$ cat src/rtl/uart_frame_rx.sv
// ============================================================================
//  Module   : uart_frame_rx
//  Brief    : Hunts for a sync byte in a UART byte stream and unpacks RGB444
//             pixels (two per three bytes), then checks a trailing XOR sum.
//  Revision : 1.0
// ============================================================================
`default_nettype none

module uart_frame_rx #(
    parameter int          PANEL_ROWS     = 64,
    parameter int          PANEL_COLS     = 64,
    parameter logic [7:0]  SYNC_BYTE      = 8'hA5,
    parameter int          TIMEOUT_CYCLES = 500000
) (
    input  logic        clk,
    input  logic        rst_n,
    input  logic        rx_valid,
    output logic        rx_ready,
    input  logic [7:0]  rx_data,
    output logic        pix_sync,
    output logic        pix_valid,
    output logic [11:0] pix_rgb,
    output logic        frame_done,
    output logic        frame_err
);

    localparam int            NPIX        = PANEL_ROWS * PANEL_COLS;
    localparam int            CW          = $clog2(NPIX + 1);
    localparam int            TW          = $clog2(TIMEOUT_CYCLES + 1);
    localparam logic [CW-1:0] C_NPIX      = CW'(NPIX);
    localparam logic [TW-1:0] C_TMO_LAST  = TW'(TIMEOUT_CYCLES - 1);

    typedef enum logic [2:0] {
        ST_HUNT   = 3'd0,
        ST_B0     = 3'd1,
        ST_B1     = 3'd2,
        ST_B2     = 3'd3,
        ST_EMIT_B = 3'd4,
        ST_CSUM   = 3'd5
    } state_t;

    state_t         state_q, state_d;
    logic [7:0]     b0_q, b0_d;
    logic [7:0]     b1_q, b1_d;
    logic [11:0]    pix_b_q, pix_b_d;
    logic [CW-1:0]  pix_cnt_q, pix_cnt_d;
    logic [7:0]     csum_q, csum_d;
    logic [TW-1:0]  timer_q, timer_d;
    logic           rx_ready_q, rx_ready_d;
    logic           pix_sync_q, pix_sync_d;
    logic           pix_valid_q, pix_valid_d;
    logic [11:0]    pix_rgb_q, pix_rgb_d;
    logic           frame_done_q, frame_done_d;
    logic           frame_err_q, frame_err_d;
    logic           w_accept;
    logic           w_timer_run;

    assign w_accept    = rx_valid && rx_ready_q;
    assign w_timer_run = state_q inside {ST_B0, ST_B1, ST_B2, ST_CSUM};

    always_comb begin
        state_d      = state_q;
        b0_d         = b0_q;
        b1_d         = b1_q;
        pix_b_d      = pix_b_q;
        pix_cnt_d    = pix_cnt_q;
        csum_d       = csum_q;
        timer_d      = timer_q;
        pix_sync_d   = 1'b0;
        pix_valid_d  = 1'b0;
        pix_rgb_d    = pix_rgb_q;
        frame_done_d = 1'b0;
        frame_err_d  = 1'b0;

        case (state_q)
            ST_HUNT: begin
                if (w_accept && (rx_data == SYNC_BYTE)) begin
                    state_d   = ST_B0;
                    pix_cnt_d = '0;
                    csum_d    = '0;
                    timer_d   = '0;
                end
            end
            ST_B0: begin
                if (w_accept) begin
                    b0_d    = rx_data;
                    csum_d  = csum_q ^ rx_data;
                    state_d = ST_B1;
                end
            end
            ST_B1: begin
                if (w_accept) begin
                    b1_d    = rx_data;
                    csum_d  = csum_q ^ rx_data;
                    state_d = ST_B2;
                end
            end
            ST_B2: begin
                if (w_accept) begin
                    pix_valid_d = 1'b1;
                    pix_sync_d  = (pix_cnt_q == '0);
                    pix_rgb_d   = {b0_q, b1_q[7:4]};
                    pix_b_d     = {b1_q[3:0], rx_data};
                    pix_cnt_d   = pix_cnt_q + CW'(2);
                    csum_d      = csum_q ^ rx_data;
                    state_d     = ST_EMIT_B;
                end
            end
            ST_EMIT_B: begin
                pix_valid_d = 1'b1;
                pix_rgb_d   = pix_b_q;
                state_d     = (pix_cnt_q == C_NPIX) ? ST_CSUM : ST_B0;
            end
            ST_CSUM: begin
                if (w_accept) begin
                    frame_done_d = (rx_data == csum_q);
                    frame_err_d  = (rx_data != csum_q);
                    state_d      = ST_HUNT;
                end
            end
            default: state_d = ST_HUNT;
        endcase

        // An accepted byte always beats a simultaneous expiry.
        if (w_timer_run) begin
            if (w_accept) begin
                timer_d = '0;
            end else if (timer_q == C_TMO_LAST) begin
                timer_d     = '0;
                state_d     = ST_HUNT;
                frame_err_d = 1'b1;
            end else begin
                timer_d = timer_q + TW'(1);
            end
        end
    end

    assign rx_ready_d = (state_d != ST_EMIT_B);

    always_ff @(posedge clk or negedge rst_n) begin
        if (!rst_n) begin
            state_q      <= ST_HUNT;
            b0_q         <= '0;
            b1_q         <= '0;
            pix_b_q      <= '0;
            pix_cnt_q    <= '0;
            csum_q       <= '0;
            timer_q      <= '0;
            rx_ready_q   <= 1'b0;
            pix_sync_q   <= 1'b0;
            pix_valid_q  <= 1'b0;
            pix_rgb_q    <= '0;
            frame_done_q <= 1'b0;
            frame_err_q  <= 1'b0;
        end else begin
            state_q      <= state_d;
            b0_q         <= b0_d;
            b1_q         <= b1_d;
            pix_b_q      <= pix_b_d;
            pix_cnt_q    <= pix_cnt_d;
            csum_q       <= csum_d;
            timer_q      <= timer_d;
            rx_ready_q   <= rx_ready_d;
            pix_sync_q   <= pix_sync_d;
            pix_valid_q  <= pix_valid_d;
            pix_rgb_q    <= pix_rgb_d;
            frame_done_q <= frame_done_d;
            frame_err_q  <= frame_err_d;
        end
    end

    assign rx_ready   = rx_ready_q;
    assign pix_sync   = pix_sync_q;
    assign pix_valid  = pix_valid_q;
    assign pix_rgb    = pix_rgb_q;
    assign frame_done = frame_done_q;
    assign frame_err  = frame_err_q;

endmodule

`default_nettype wire

$ cat config.mk
export PLATFORM = sky130hd
export DESIGN_NAME = uart_frame_rx
export DESIGN_NICKNAME = d
export VERILOG_FILES = /design/src/rtl/uart_frame_rx.sv
export SDC_FILE = /design/constraint.sdc
export NUM_CORES = 1
export LEC_CHECK = 0
export CORE_MARGIN = 8
export CORE_UTILIZATION = 55
export DETAILED_ROUTE_END_ITERATION = 8
export GPL_TIMING_DRIVEN = 0
export PLACE_DENSITY = 0.85
export SLEW_MARGIN = 20
export SYNTH_ARGS = -nofsm -noshare
export SYNTH_HDL_FRONTEND = slang
export SYNTH_SLANG_ARGS = --single-unit
$ cat constraint.sdc
create_clock -name clk -period 2.6 [get_ports clk]
set_input_delay 0.78 -clock clk [delete_from_list [all_inputs] [get_ports clk]]
set_output_delay 0.78 -clock clk [all_outputs]
set_load 0.03 [all_outputs]
==> impl_summary.txt <==
----------------------------------------------------
[Outcome]
  Run status ... finished clean

[Synthesis]
  Synthesized net count ... approximately 460
  Main combinational cell family by area after synthesis ... simple AND/OR/NAND/NOR gates
  Synthesized area per cell ... 9.25 um2
  Compound-cell area share of the yosys netlist ... 0.0903
  Netlist cell types ... 39
  Sequential element share of the synthesized area ... 0.529
  Simple-Gate Fraction of Synth Area ... 0.263
  Share of synthesized cell area in full adder, half adder and majority cells ... 0.00608
  Mux contribution to synthesized area ... 0.0486
  Cell area after synthesis ... about 0.004 mm2
  Post-synthesis xor/xnor area fraction ... 0.0383
  Instance count of the mapped netlist ... roughly 450
  Number of synthesis warnings ... 0
  Seq cells post-synth ... just under 90

[Timing]
  Final Skew ... approximately 16 ps
  Slew headroom ... 0.581
  Slew at the pin closest to its max-slew limit ... around 620 ps
  Maximum clock frequency ... between 0.4 and 0.5 GHz
  Setup TNS after final layout ... 0 ps
  RSZ-0062 raised after global routing ... no
  Final Slew Violations ... 0
  Final critical-path required period ... 2430 ps
  Setup-violating endpoint count in the final report ... 0
  Final period util ... 0.935
  Number of failing hold endpoints at the final stage ... 0

[Worst setup path]
  Library cell contributing the largest single delay on the critical path ... clkdlybuf4s50_1
  Signal arrival time at the worst endpoint ... ~2700 ps
  Crit path max-delay family ... buffers and inverters
  Required time reported for the critical path endpoint ... between 2000 and 3000 ps
  Worst path depth ... 7
  Kind of critical path ... in -> reg
  CP max stage delay ... 510 ps
  Number of buffer and inverter stages on the critical path ... 3
  Category of the worst setup path launch point ... input port
  Crit end category ... flip-flop
  Crit-path max FO ... 10
  Critical-path cell list ... clkdlybuf4s50_1 -> nand2_1 -> nor2_2 -> clkbuf_2 -> buf_1 -> nand2_1 -> nand2_1
  Depth of the worst register-to-register path ... 7
  Most frequent cell on the critical path ... nand2_1

[Floorplanning]
  Vertical extent of the die ... 103 um
  Die boundary width ... between 100 and 150 um
  Initial core utilization ... 0.567
  Core region area ... between 0.007 and 0.008 mm2
  Number of cell rows ... 31
  Die footprint ... roughly 0.011 mm2
  # IOs ... 28

[Finish]
  Number of nets at the end of the flow ... 497
  Area added between synthesis and finish ... 15.9%
  Final Util ... 0.658
  Antenna cell count ... 0
  Proportion of layout cells with a drive suffix above 1 ... 0.0900

[Flow run]
  Max capacitance violation total ... 0

[Clock network]
  Clock sink count ... 87
  Root buffer selected by CTS ... clkbuf_8
  Level count of the clock H-tree ... 3
  Total of hold buffers inserted after clock tree synthesis ... 0
  Clock buffers created by TritonCTS ... 9
  Clock tree from TritonCTS ... done
  Reg clk slew, reported paths ... ~100 ps
  Worst-case clock buffer depth ... 2
  Worst skew pair latency ... around 360 ps

[Place]
  Last weighted congestion value of the routability-driven placer ... 0.872
  Post-DP HPWL ... 6610 um
  PortBufs ... 27

[Drt]
  Total vias in the final route ... 3448
  Average vias per placed instance ... roughly 5.9
  DRC violations left ... 0
  Detailed-route wire length per cell ... approximately 16 um
  First-pass DRT Iterations ... 4
  Final Routed Wirelength ... about 9500 um
  Antenna-violating nets left ... 0
  First-iteration detailed-routing DRC count ... approximately 200

[Global route]
  Global-route usage over all layers ... 0.197
  Wire length of the first global-routing pass ... between 15000 and 20000 um
  Number of antenna violations at the first check in global routing ... 0
  Aggregate global routing overflow ... 0
  Via count of the first global-routing pass ... around 3300
  Pin count of the biggest net entering global routing ... 59

[Hold path]
  Hold WC Path Type ... in -> async

[Power and ir drop]
  Leak ... ~0.0021 uW
  Cell area power density ... 1030 mW/mm2
  Worst vdd rail ir drop ... approximately 0.43 mV

----------------------------------------------------
## worst reg2reg max path: cells and delay by family, from the launching register on
family / cells / cell delay [ps]
buf+inv: 3 / 960
flops: 1 / 390
simple gates: 4 / 870
## layout by cell type (no fill, tap or decap), types with 4 or more instances in the layout
| cell | n |
|---|---|
| nand2_1 | 100 |
| dfrtp_1 | 87 |
| nor2_1 | 41 |
| o21ai_0 | 30 |
| nand3_1 | 30 |
| clkdlybuf4s50_1 | 20 |
| mux2_2 | 16 |
| clkbuf_1 | 15 |
| xor2_1 | 14 |
| a31oi_1 | 14 |
| nand4_1 | 12 |
| a21oi_1 | 11 |
| or3_1 | 9 |
| clkbuf_8 | 9 |
| and3_1 | 7 |
| inv_1 | 4 |
| nor4_1 | 4 |
| nor3_1 | 4 |
| xnor2_1 | 4 |
| dlygate4sd2_1 | 4 |
## cells by family (layout without fill, tap and decap cells)
| logic type | Yosys count | in the layout |
|---|---|---|
| AO/OA/AOI/OAI | 65 | 65 |
| multiplexers | 18 | 18 |
| AND/OR/NAND/NOR | 229 | 229 |
| buffers and inverters | 26 | 70 |
| adder cells (fa/ha/maj) | 2 | 2 |
| flip-flops | 87 | 87 |
| XOR/XNOR | 18 | 18 |
## metal layers
layer | routed length [um] | part of all wire | global-route usage | vias up
li1 | - | - | - | 1618
met1 | 3980 | 0.42 | 0.250 | 1702
met2 | 4720 | 0.50 | 0.325 | 113
met3 | 629 | 0.066 | 0.0378 | 15
met4 | 187 | 0.020 | 0.0779 | 0
met5 | 0 | 0 | 0 | -
## synth_stat cells
library cell / count / share of area
and4_1: 3 / 0.0064
a21oi_1: 11 / 0.013
nor4_4: 1 / 0.0052
xnor2_1: 4 / 0.0085
or3_1: 9 / 0.014
xor2_1: 14 / 0.030
o31ai_1: 1 / 0.0018
dfrtp_1: 87 / 0.53
nand3b_1: 2 / 0.0036
nor3b_2: 1 / 0.0030
a211oi_1: 3 / 0.0055
o21ai_0: 30 / 0.036
mux2i_1: 2 / 0.0049
a22oi_1: 1 / 0.0018
o21bai_1: 1 / 0.0018
a22o_1: 1 / 0.0021
a311o_1: 1 / 0.0024
or4_1: 1 / 0.0018
o21a_1: 1 / 0.0018
nor2_1: 43 / 0.039
and3_1: 7 / 0.011
nand3_1: 30 / 0.036
inv_1: 4 / 0.0036
and3b_1: 1 / 0.0021
buf_2: 3 / 0.0036
ha_1: 2 / 0.0061
a31oi_1: 14 / 0.021
buf_1: 1 / 0.00091
clkbuf_1: 18 / 0.016
nor4b_1: 3 / 0.0064
nor3_1: 4 / 0.0049
nor4_1: 4 / 0.0061
or4b_1: 2 / 0.0049
a21o_1: 1 / 0.0018
nor2b_1: 3 / 0.0046
nand2_1: 100 / 0.091
mux2_2: 16 / 0.044
nand4_1: 12 / 0.018
and2_1: 3 / 0.0046
## report_power, final
part,internal [uW],switching (uW),total (uW)
combinational,681,1060,1740
clock,553,522,1070
sequential,1790,284,2080
## flip-flops by register name, summed over array words and instances, names as in the netlist
name / count
b0_q: 8
frame_err: 1
timer_q: 19
pix_valid: 1
b1_q: 8
pix_cnt_q: 12
frame_done: 1
pix_b_q: 12
pix_rgb: 12
csum_q: 8
rx_ready: 1
state_q: 3
pix_sync: 1
## through the flow
stage               hold WS (ps)  worst slack, ps  power (uW)  cell area, um2  instances
floorplan                    410              281        3210            4120        445
global route                 360             44.1        5210            4770        588
global placement             428            -2250        3720            4510        571
CTS                          335             28.2        4930            4770        589
finish                       341              169        4890            4770        588
detailed placement           436             -651        3840            4530        572
## final timing paths
path	from	to	slack (ps)
min in group clk	pix_cnt_q[12]$_DFFE_PN0P_	pix_sync$_DFF_PN0_	440
worst max register to register	state_q[2]$_DFF_PN0_	pix_b_q[5]$_DFFE_PN0P_	340
worst min register to register	pix_cnt_q[12]$_DFFE_PN0P_	pix_sync$_DFF_PN0_	440
max in group asynchronous	rst_n	pix_rgb[0]$_DFFE_PN0P_	1650
worst max-delay path	rx_valid	pix_b_q[5]$_DFFE_PN0P_	170
worst min-delay path	rst_n	pix_cnt_q[1]$_DFFE_PN0P_	340
## layout make-up
| type | instances | area [um2] |
|---|---|---|
| fill | 563 | 2480 |
| sequential | 87 | 2180 |
| multi-input combinational | 332 | 1840 |
| timing repair buffer | 29 | 300 |
| clock buffer | 9 | 124 |
| tap | 99 | 124 |
| clock inverter | 7 | 104 |
| buffer | 21 | 85.1 |
| inverter | 4 | 15.0 |
## timing repair
item,CTS,global route
endpoints found under the setup margin,18,31
endpoints found under the hold margin,0,0
setup buffers,1,0
pin swaps,1,0
resized for setup,7,6
No activity file was read; power rests on OpenSTA's default activity.
